### src/rtl/fifo_defines_pkg.sv
// Shared FIFO definitions: sample width, DAC link divider default and the
// read-side FSM encoding used by fifo_dac_reader.
package fifo_defines_pkg;

  localparam int DATA_WIDTH  = 16;
  localparam int DAC_CLK_DIV = 4;

  typedef enum logic [2:0] {
    IDLE  = 3'd0,
    POP   = 3'd1,
    LOAD  = 3'd2,
    SHIFT = 3'd3,
    GAP   = 3'd4
  } rd_state_t;

endpackage

### src/rtl/fifo_dac_reader_sclk_tick_gen.sv
// SCLK phase generator: counts CLK_DIV system clocks per SCLK half-period and
// flags the cycle on which SCLK should rise or fall; held cleared while en is low.
module sclk_tick_gen #(
  parameter int CLK_DIV = 4
) (
  input  logic clk,
  input  logic rst,
  input  logic en,
  output logic rise_tick,
  output logic fall_tick
);

  localparam int CNT_W = (CLK_DIV > 1) ? $clog2(CLK_DIV) : 1;
  localparam logic [CNT_W-1:0] CNT_LAST = CNT_W'(CLK_DIV - 1);

  logic [CNT_W-1:0] cnt_r;
  logic             phase_r;
  logic             wrap_s;

  assign wrap_s    = en && (cnt_r == CNT_LAST);
  assign rise_tick = wrap_s && !phase_r;
  assign fall_tick = wrap_s && phase_r;

  // Half-period counter and current SCLK phase (0 = low half, 1 = high half).
  always_ff @(posedge clk or negedge rst) begin
    if (!rst) begin
      cnt_r   <= {CNT_W{1'b0}};
      phase_r <= 1'b0;
    end else if (!en) begin
      cnt_r   <= {CNT_W{1'b0}};
      phase_r <= 1'b0;
    end else if (wrap_s) begin
      cnt_r   <= {CNT_W{1'b0}};
      phase_r <= ~phase_r;
    end else begin
      cnt_r   <= cnt_r + CNT_W'(1);
      phase_r <= phase_r;
    end
  end

endmodule

### src/rtl/fifo_dac_reader.sv
// Read-side FIFO consumer: pops one sample per frame and shifts it MSB-first to
// an SPI-style DAC. Define FIFO_DAC_OFFSET_BINARY_EN to send offset binary.
module fifo_dac_reader
  import fifo_defines_pkg::*;
#(
  parameter int DATA_WIDTH = fifo_defines_pkg::DATA_WIDTH,
  parameter int CLK_DIV    = fifo_defines_pkg::DAC_CLK_DIV
) (
  input  logic                  clk,
  input  logic                  rst,
  input  logic                  en_i,
  input  logic                  empty_i,
  input  logic [DATA_WIDTH-1:0] data_i,
  output logic                  rd_en_o,
  output logic                  cs_n_o,
  output logic                  sclk_o,
  output logic                  sdata_o,
  output logic                  busy_o,
  output logic                  done_o,
  output logic                  underrun_o
);

  localparam int BIT_W = $clog2(DATA_WIDTH);
  localparam int GAP_W = (CLK_DIV > 1) ? $clog2(CLK_DIV) : 1;
  localparam logic [BIT_W-1:0] LAST_BIT = BIT_W'(DATA_WIDTH - 1);
  localparam logic [GAP_W-1:0] GAP_LAST = GAP_W'(CLK_DIV - 1);
  localparam logic [GAP_W-1:0] GAP_PRE  = GAP_W'(CLK_DIV - 2);

  rd_state_t state_r, state_s;

  logic [DATA_WIDTH-1:0] shift_r;
  logic [DATA_WIDTH-1:0] load_word_s;
  logic [BIT_W-1:0]      bit_cnt_r;
  logic [GAP_W-1:0]      gap_cnt_r;

  logic rd_en_r, cs_n_r, sclk_r, sdata_r, busy_r, done_r, underrun_r;
  logic rd_en_s, cs_n_s, sclk_s, sdata_s, busy_s, done_s;

  logic tick_en_s, rise_tick_s, fall_tick_s;
  logic start_s, last_fall_s, gap_last_s;

  assign start_s     = en_i && !empty_i;
  assign tick_en_s   = (state_r == SHIFT);
  assign last_fall_s = fall_tick_s && (bit_cnt_r == LAST_BIT);
  assign gap_last_s  = (state_r == GAP) && (gap_cnt_r == GAP_LAST);

`ifdef FIFO_DAC_OFFSET_BINARY_EN
  assign load_word_s = {~data_i[DATA_WIDTH-1], data_i[DATA_WIDTH-2:0]};
`else
  assign load_word_s = data_i;
`endif

  sclk_tick_gen #(
    .CLK_DIV (CLK_DIV)
  ) u_tick (
    .clk       (clk),
    .rst       (rst),
    .en        (tick_en_s),
    .rise_tick (rise_tick_s),
    .fall_tick (fall_tick_s)
  );

  // FSM state register.
  always_ff @(posedge clk or negedge rst) begin
    if (!rst) begin
      state_r <= IDLE;
    end else begin
      state_r <= state_s;
    end
  end

  // FSM next-state logic.
  always_comb begin
    state_s = state_r;
    case (state_r)
      IDLE: begin
        if (start_s) state_s = POP;
        else         state_s = IDLE;
      end
      POP:   state_s = LOAD;
      LOAD:  state_s = SHIFT;
      SHIFT: begin
        if (last_fall_s) state_s = GAP;
        else             state_s = SHIFT;
      end
      GAP: begin
        if (gap_last_s) begin
          if (start_s) state_s = POP;
          else         state_s = IDLE;
        end else begin
          state_s = GAP;
        end
      end
      default: state_s = IDLE;
    endcase
  end

  // Next values of the registered outputs; strobes follow the state being entered.
  always_comb begin
    rd_en_s = (state_s == POP);
    busy_s  = (state_s != IDLE);
    cs_n_s  = (state_s != SHIFT);
    done_s  = (state_r == GAP) && (gap_cnt_r == GAP_PRE);
    sclk_s  = 1'b0;
    sdata_s = 1'b0;
    case (state_r)
      LOAD: begin
        sclk_s  = 1'b0;
        sdata_s = load_word_s[DATA_WIDTH-1];
      end
      SHIFT: begin
        if (rise_tick_s)      sclk_s = 1'b1;
        else if (fall_tick_s) sclk_s = 1'b0;
        else                  sclk_s = sclk_r;
        // The bit after the current MSB sits one below it in the rotating register.
        if (last_fall_s)      sdata_s = 1'b0;
        else if (fall_tick_s) sdata_s = shift_r[DATA_WIDTH-2];
        else                  sdata_s = sdata_r;
      end
      default: begin
        sclk_s  = 1'b0;
        sdata_s = 1'b0;
      end
    endcase
  end

  // Shift register, bit counter and GAP counter.
  always_ff @(posedge clk or negedge rst) begin
    if (!rst) begin
      shift_r   <= {DATA_WIDTH{1'b0}};
      bit_cnt_r <= {BIT_W{1'b0}};
      gap_cnt_r <= {GAP_W{1'b0}};
    end else begin
      case (state_r)
        LOAD: begin
          shift_r   <= load_word_s;
          bit_cnt_r <= {BIT_W{1'b0}};
        end
        SHIFT: begin
          if (fall_tick_s) begin
            shift_r   <= {shift_r[DATA_WIDTH-2:0], shift_r[DATA_WIDTH-1]};
            bit_cnt_r <= bit_cnt_r + BIT_W'(1);
          end else begin
            shift_r   <= shift_r;
            bit_cnt_r <= bit_cnt_r;
          end
        end
        default: begin
          shift_r   <= shift_r;
          bit_cnt_r <= bit_cnt_r;
        end
      endcase
      if ((state_r == GAP) && !gap_last_s) gap_cnt_r <= gap_cnt_r + GAP_W'(1);
      else                                 gap_cnt_r <= {GAP_W{1'b0}};
    end
  end

  // Output registers.
  always_ff @(posedge clk or negedge rst) begin
    if (!rst) begin
      rd_en_r <= 1'b0;
      cs_n_r  <= 1'b1;
      sclk_r  <= 1'b0;
      sdata_r <= 1'b0;
      busy_r  <= 1'b0;
      done_r  <= 1'b0;
    end else begin
      rd_en_r <= rd_en_s;
      cs_n_r  <= cs_n_s;
      sclk_r  <= sclk_s;
      sdata_r <= sdata_s;
      busy_r  <= busy_s;
      done_r  <= done_s;
    end
  end

  // Sticky starvation flag: a frame ended while streaming but nothing was queued.
  always_ff @(posedge clk or negedge rst) begin
    if (!rst) begin
      underrun_r <= 1'b0;
    end else if (!en_i) begin
      underrun_r <= 1'b0;
    end else if (gap_last_s && empty_i) begin
      underrun_r <= 1'b1;
    end else begin
      underrun_r <= underrun_r;
    end
  end

  assign rd_en_o    = rd_en_r;
  assign cs_n_o     = cs_n_r;
  assign sclk_o     = sclk_r;
  assign sdata_o    = sdata_r;
  assign busy_o     = busy_r;
  assign done_o     = done_r;
  assign underrun_o = underrun_r;

endmodule

### config.mk
export PLATFORM = sky130hd
export DESIGN_NAME = fifo_dac_reader
export DESIGN_NICKNAME = d
export VERILOG_FILES = /design/src/rtl/fifo_defines_pkg.sv /design/src/rtl/fifo_dac_reader_sclk_tick_gen.sv /design/src/rtl/fifo_dac_reader.sv
export SDC_FILE = /design/constraint.sdc
export NUM_CORES = 1
export LEC_CHECK = 0
export BUFFER_PORTS_ARGS = -buffer_cell sky130_fd_sc_hd__buf_2
export CELL_PAD_IN_SITES_DETAIL_PLACEMENT = 2
export CELL_PAD_IN_SITES_GLOBAL_PLACEMENT = 2
export CORE_UTILIZATION = 32
export CTS_CLUSTER_SIZE = 28
export DETAILED_ROUTE_END_ITERATION = 10
export PLACE_DENSITY_LB_ADDON = 0.1
export SLEW_MARGIN = 20
export SYNTH_ARGS = -nofsm -noshare
export SYNTH_HDL_FRONTEND = slang
export SYNTH_SLANG_ARGS = --single-unit
### constraint.sdc
create_clock -name clk -period 1.3 [get_ports clk]
set_input_delay 0.39 -clock clk [delete_from_list [all_inputs] [get_ports clk]]
set_output_delay 0.39 -clock clk [all_outputs]
set_load 0.01 [all_outputs]
Yosys cells after proc, flatten, opt, wreduce, memory -nomap -nowiden
Cells that the tools add are included.

Output and inout bits: 7. Memories: 0. Bits in latches: 0. ROM bits: 0. Memory bits (writable): 0. Flip-flop bits (word level): 35.

$add $sub $neg: 3. Divide/modulo/power cells: 0. Bitwise gates (word level): 1. Reduce and logical (&&, ||, !) cells: 16. $lt $le $gt $ge: 0. $mul: 0. Shift-type cells: 0. Mux-type cells: 21. Equality and inequality tests: 15.

Operator list (count): case mux 16 bit (2 select lines) (1); 2-to-1 mux 16 bit (1); case mux 3 bit (5 select lines) (1); 2-to-1 mux 1 bit (10); logical AND 1 bit (9); case mux 4 bit (2 select lines) (1); equality test 2 bit, second input constant (3); equality test 3 x 1 -> 1 bit, second input constant (2); equality test 3 x 2 -> 1 bit, second input constant (2); 2-to-1 mux 2 bit (3); 2-to-1 mux 3 bit (2); inequality test 3 bit, second input constant (2); adder 2 x 1 -> 2 bit, second input constant (2); adder 4 x 1 -> 4 bit, second input constant (1); equality test 4 bit, second input constant (1); 2-to-1 mux 4 bit (1); inequality test 2 bit, second input constant (2); equality test 3 bit, second input constant (1); zero test 1 bit (3); zero test 3 bit (1); inequality test 3 x 2 -> 1 bit, second input constant (1); nonzero test 3 bit (1); inequality test 2 x 1 -> 1 bit, second input constant (1); case mux 1 bit (2 select lines) (1); 3 further kinds (3).

Logic depth before layout (Yosys ltp)
Word-level depth: 7. Mapped depth: 6. Mapped depth without buffers: 4.

Hierarchy
A second synthesis with hierarchy kept.

Cells, all modules: 139. Area total of the unflattened synthesis: 1545.2 um^2.

Modules (own cells, without submodules): fifo_dac_reader (times used 1, seq. area each 802.0 um^2, area an instance 1410.1 um^2, cells an instance 128); sclk_tick_gen (times used 1, seq. area each 75.1 um^2, area an instance 135.1 um^2, cells an instance 11).

Worst setup path before layout
OpenSTA, ideal clock, no wires.

Path type: flip-flop to flip-flop. From: reg u_tick.cnt_r[0]. To: reg shift_r[11]. Setup time: 126 ps. Stages on the path, launching flop included: 7. Period minus slack after synthesis: 1344 ps. Data required time: 1174 ps. Path slack: -44 ps. Path buffers: 2. Arrival time: 1218 ps. Cell sequence: dfrtp_1 ha_1 buf_2 and2_1 buf_2 o22ai_1 a221o_1.

Cells in the longest elaborated chain, start to end: 5.

Ends and longest elaborated chain: start: declaration (line fifo_dac_reader_sclk_tick_gen.sv:16) `logic [CNT_W-1:0] cnt_r;`; start signal: assignment (line fifo_dac_reader_sclk_tick_gen.sv:27) `cnt_r <= {CNT_W{1'b0}};`; start signal: assignment (line fifo_dac_reader_sclk_tick_gen.sv:30) `cnt_r <= {CNT_W{1'b0}};`; start signal: assignment (line fifo_dac_reader_sclk_tick_gen.sv:33) `cnt_r <= {CNT_W{1'b0}};`; equality test 2 bit (line fifo_dac_reader_sclk_tick_gen.sv:20) `assign wrap_s = en && (cnt_r == CNT_LAST);`; logical AND 1 bit (line fifo_dac_reader_sclk_tick_gen.sv:20); logical AND 1 bit (line fifo_dac_reader_sclk_tick_gen.sv:22) `assign fall_tick = wrap_s && phase_r;`; inequality test 2 bit (no source line); AND reduction 2 bit (no source line); end signal: assignment (line fifo_dac_reader.sv:130) `shift_r <= {DATA_WIDTH{1'b0}};`; end signal: assignment (line fifo_dac_reader.sv:136) `shift_r <= load_word_s;`; end signal: assignment (line fifo_dac_reader.sv:141) `shift_r <= {shift_r[DATA_WIDTH-2:0], shift_r[DATA_WIDTH-1]};`; end: declaration (line fifo_dac_reader.sv:31) `logic [DATA_WIDTH-1:0] shift_r;`.

Every way passes these cells. A chain may end at the register's enable or synchronous reset.

Final worst setup path
From: reg u_tick.cnt_r[0]. To: reg state_r[1].

Cells in the longest elaborated chain, start to end: 6.

Ends and longest elaborated chain: equality test 2 bit (line fifo_dac_reader_sclk_tick_gen.sv:20); logical AND 1 bit (line fifo_dac_reader_sclk_tick_gen.sv:20); logical AND 1 bit (line fifo_dac_reader_sclk_tick_gen.sv:22); logical AND 1 bit (line fifo_dac_reader.sv:44) `assign last_fall_s = fall_tick_s && (bit_cnt_r == LAST_BIT);`; 2-to-1 mux 3 bit (line fifo_dac_reader.sv:83) `if (last_fall_s) state_s = GAP;`; case mux 3 bit (5 select lines) (line fifo_dac_reader.sv:75) `case (state_r)`; named net state_s[1] (line fifo_dac_reader.sv:29) `rd_state_t state_r, state_s;`; end signal: assignment (line fifo_dac_reader.sv:68) `state_r <= state_s;`; end: declaration (line fifo_dac_reader.sv:29).

The timed path passes the listed nets, and every way through them passes these cells.

==> metrics.txt <==
Worst Tran Pin Value 0.293 ns; critical path class flop to flop; Post-synth EDFFs 0; status finished, violations left; number of cells on the critical path 5; Yosys reg bits 35; number of warnings issued by yosys 0; Hold Path Depth 2; Die Wd 73.2 um; internal power 1.62 mW; Remaining Overflow, GRT 0; vias per cell 5.38; Slew Limit Fails 0; final number of setup-violating endpoints 7; P&R area growth vs syn 41.6%; Synth Flop Type dfrtp_1; Synth top cells by count dfrtp_1, o22ai_1, a2bb2oi_1; ANT nets after route 0; Clock Latency Late Sink 0.29 ns; clk slew on worst S/H paths 0.08 ns; Net Switching 0.494 mW; Worst Path Arrival 1.54 ns; max-cap violation count 0; port buffer count 26; pwr dens 920 nW/um^2; Synth top area share 52.5%; Worst Skew 0.00765 ns; leading cell type by number of instances after synthesis dfrtp_1; Avg Cell Area, Syn 11.7 um^2; Tmin final 1.34 ns; # rows 25; slowest CP cell dfrtp_1; initial DRC count 33; post-synthesis cell count 139; maximum VDD drop 0.000657 V; Final Cycle Share 103%; CTS H-tree depth 2; worst-path cell chain ha_4 > nand3_1 > buf_12 > nor2_1 > a211oi_2; Critical Path Max Stage Delay 0.41 ns; clock tree root driver cell clkbuf_8; Finished Cell Area 2290 um^2; CP bufs+invs 1; fin nets 217; Top delay family on crit path flip-flops; initial antenna violation count 0; Critical Path Source Type flop; first-pass GRT wire length 7860 um; TritonCTS clock tree yes; Worst setup EP type flop; Max FO, Critical Path 15; share of cells above drive strength 1 49.0%; IO Pins 27; drt first pass iters 4; routability cong. 0.745; setup ws final -0.0391 ns; syn nets 163; CTS Buf Count 5; Fin. Hold Viols 0; asr flop ratio synth 100%; CTS sink cnt 35; utilization after layout 47.9%; Synth area leaders dfrtp_1, a2bb2oi_1, o22ai_1, ha_1, a221o_1; post-DP HPWL 3360 um; placed cell areas 2010 um^2; fmax 747 MHz; Synth Cell Area 1620 um^2; clk buf depth 2; vias 1403; sequential area share after synthesis 54.1%; Switching Share 23.4%; Fillers 496; violated checks negative setup slack; drt wl/cell 19.4 um; Detailed Route WL 5050 um; clock share of power 40.1%; largest area contributor in the netlist dfrtp_1; total global-route track usage 20.2%; worst path required time 1.50 ns; vias in the first global route 1574; # diodes 0; Worst Hold Class input port to flop; Core Area 4790 um^2; die area 5350 um^2; max_slew headroom 80.4%; die height 73.2 um; Comb pwr share 6.1%; leak pwr 1.07 nW; Reg2Reg Depth 5; largest net degree at the start of global routing 22; sequential power share 53.8%; post-synth cell types 37; Post-route DRC 0; unrepaired setup endpoints after global routing true; initial core utilization 33.9%
[per-stage QoR]
| stage | cells | power, mW | setup TNS, ns | hold slack [ns] | setup WS, ns |
|---|---|---|---|---|---|
| 5_1_grt | 261 | 2.21 | -1.28 | 0.322 | -0.0947 |
| 4_1_cts | 257 | 2.14 | -0.168 | 0.323 | -0.0277 |
| 3_3_place_gp | 247 | 1.26 | -0.298 | 0.271 | -0.0509 |
| 3_5_place_dp | 247 | 1.27 | -2.19 | 0.271 | -0.116 |
| 6_report | 261 | 2.11 | -0.135 | 0.330 | -0.0391 |
| 2_1_floorplan | 139 | 1.19 | 0 | 0.0944 | 0.000487 |
[power by group through the flow]
| stage | registers [mW] | clock network (mW) | logic, mW |
|---|---|---|---|
| after detailed placement | 1.15 | 0 | 0.118 |
| final | 1.14 | 0.846 | 0.130 |
| after global routing | 1.14 | 0.927 | 0.144 |
| after floorplan | 1.15 | 0 | 0.0435 |
| after CTS | 1.13 | 0.883 | 0.121 |
| after global placement | 1.15 | 0 | 0.111 |
[logic make-up (layout without fill, tap and decap cells)]
kind of cell    count (synthesis)  count (layout)  share of synthesized area, %
buf+inv                        12              67                          5.33
mux                             2               2                          1.24
simple gates                   41              41                          14.2
fa+ha+maj                       4               4                          3.09
flops                          35              35                          54.1
compound gates                 45              45                          22.0
[flip-flops by register name, summed over array words and instances (netlist names)]
name	flops
u_tick.phase_r	1
underrun_o	1
busy_o	1
state_r	3
bit_cnt_r	4
rd_en_o	1
u_tick.cnt_r	2
sdata_o	1
done_o	1
cs_n_o	1
sclk_o	1
gap_cnt_r	2
shift_r	16
[cell type report]
| type | count | area [um^2] | share of cell area [%] |
|---|---|---|---|
| clock buffers | 6 | 82.6 | 3.60 |
| clock inverters | 2 | 16.3 | 0.709 |
| inverters | 2 | 7.51 | 0.327 |
| multi-input cells | 92 | 786 | 34.2 |
| flip-flops and latches | 35 | 881 | 38.4 |
| well taps | 67 | 83.8 | 3.65 |
| repair buffers | 57 | 438 | 19.1 |
[final timing paths]
| kind | startpoint | endpoint | slack [ns] |
|---|---|---|---|
| max | u_tick.cnt_r[0] | state_r[1] | -0.04 |
| min | data_i[11] | shift_r[11] | 0.33 |
| max reg2reg | u_tick.cnt_r[0] | state_r[1] | -0.04 |
| min reg2reg | bit_cnt_r[2] | bit_cnt_r[2] | 0.52 |
| max in group asynchronous | rst | shift_r[14] | 0.38 |
| min in group asynchronous | rst | busy_o | 0.49 |
[layer usage]
| metal | up-vias | part of all wire (%) | GRT usage [%] |
|---|---|---|---|
| met1 | 723 | 43 | 23.6 |
| met2 | 31 | 52 | 36.0 |
| met4 | 0 | 1.9 | 8.93 |
| met5 | - | 0 | 0 |
| met3 | 9 | 3.5 | 3.59 |
| li1 | 640 | - | - |
[cell usage in the layout, fill, tap and decap left out, types with 3 or more instances in the layout]
cell type | synthesis | layout
nand2_1 | 9 | 9
clkbuf_8 | 0 | 6
a221o_1 | 4 | 4
o22ai_1 | 16 | 11
buf_2 | 3 | 25
nand3_1 | 8 | 8
a21oi_1 | 3 | 3
dfrtp_1 | 34 | 31
a2bb2oi_2 | 0 | 6
nand2b_1 | 5 | 4
a2bb2oi_1 | 12 | 6
buf_4 | 5 | 24
dfrtp_2 | 0 | 3
o22ai_2 | 0 | 5
buf_12 | 0 | 5
[what timing repair did]
| action | in CTS | in global routing |
|---|---|---|
| hold buffers | 1 | 0 |
| endpoints found under the setup margin | 32 | 32 |
| gates resized for setup | 12 | 19 |
| pin swaps | 4 | 3 |
| setup buffers | 1 | 4 |
| hold endpoints to repair | 7 | 0 |
Power figures use the tool's default switching activity.
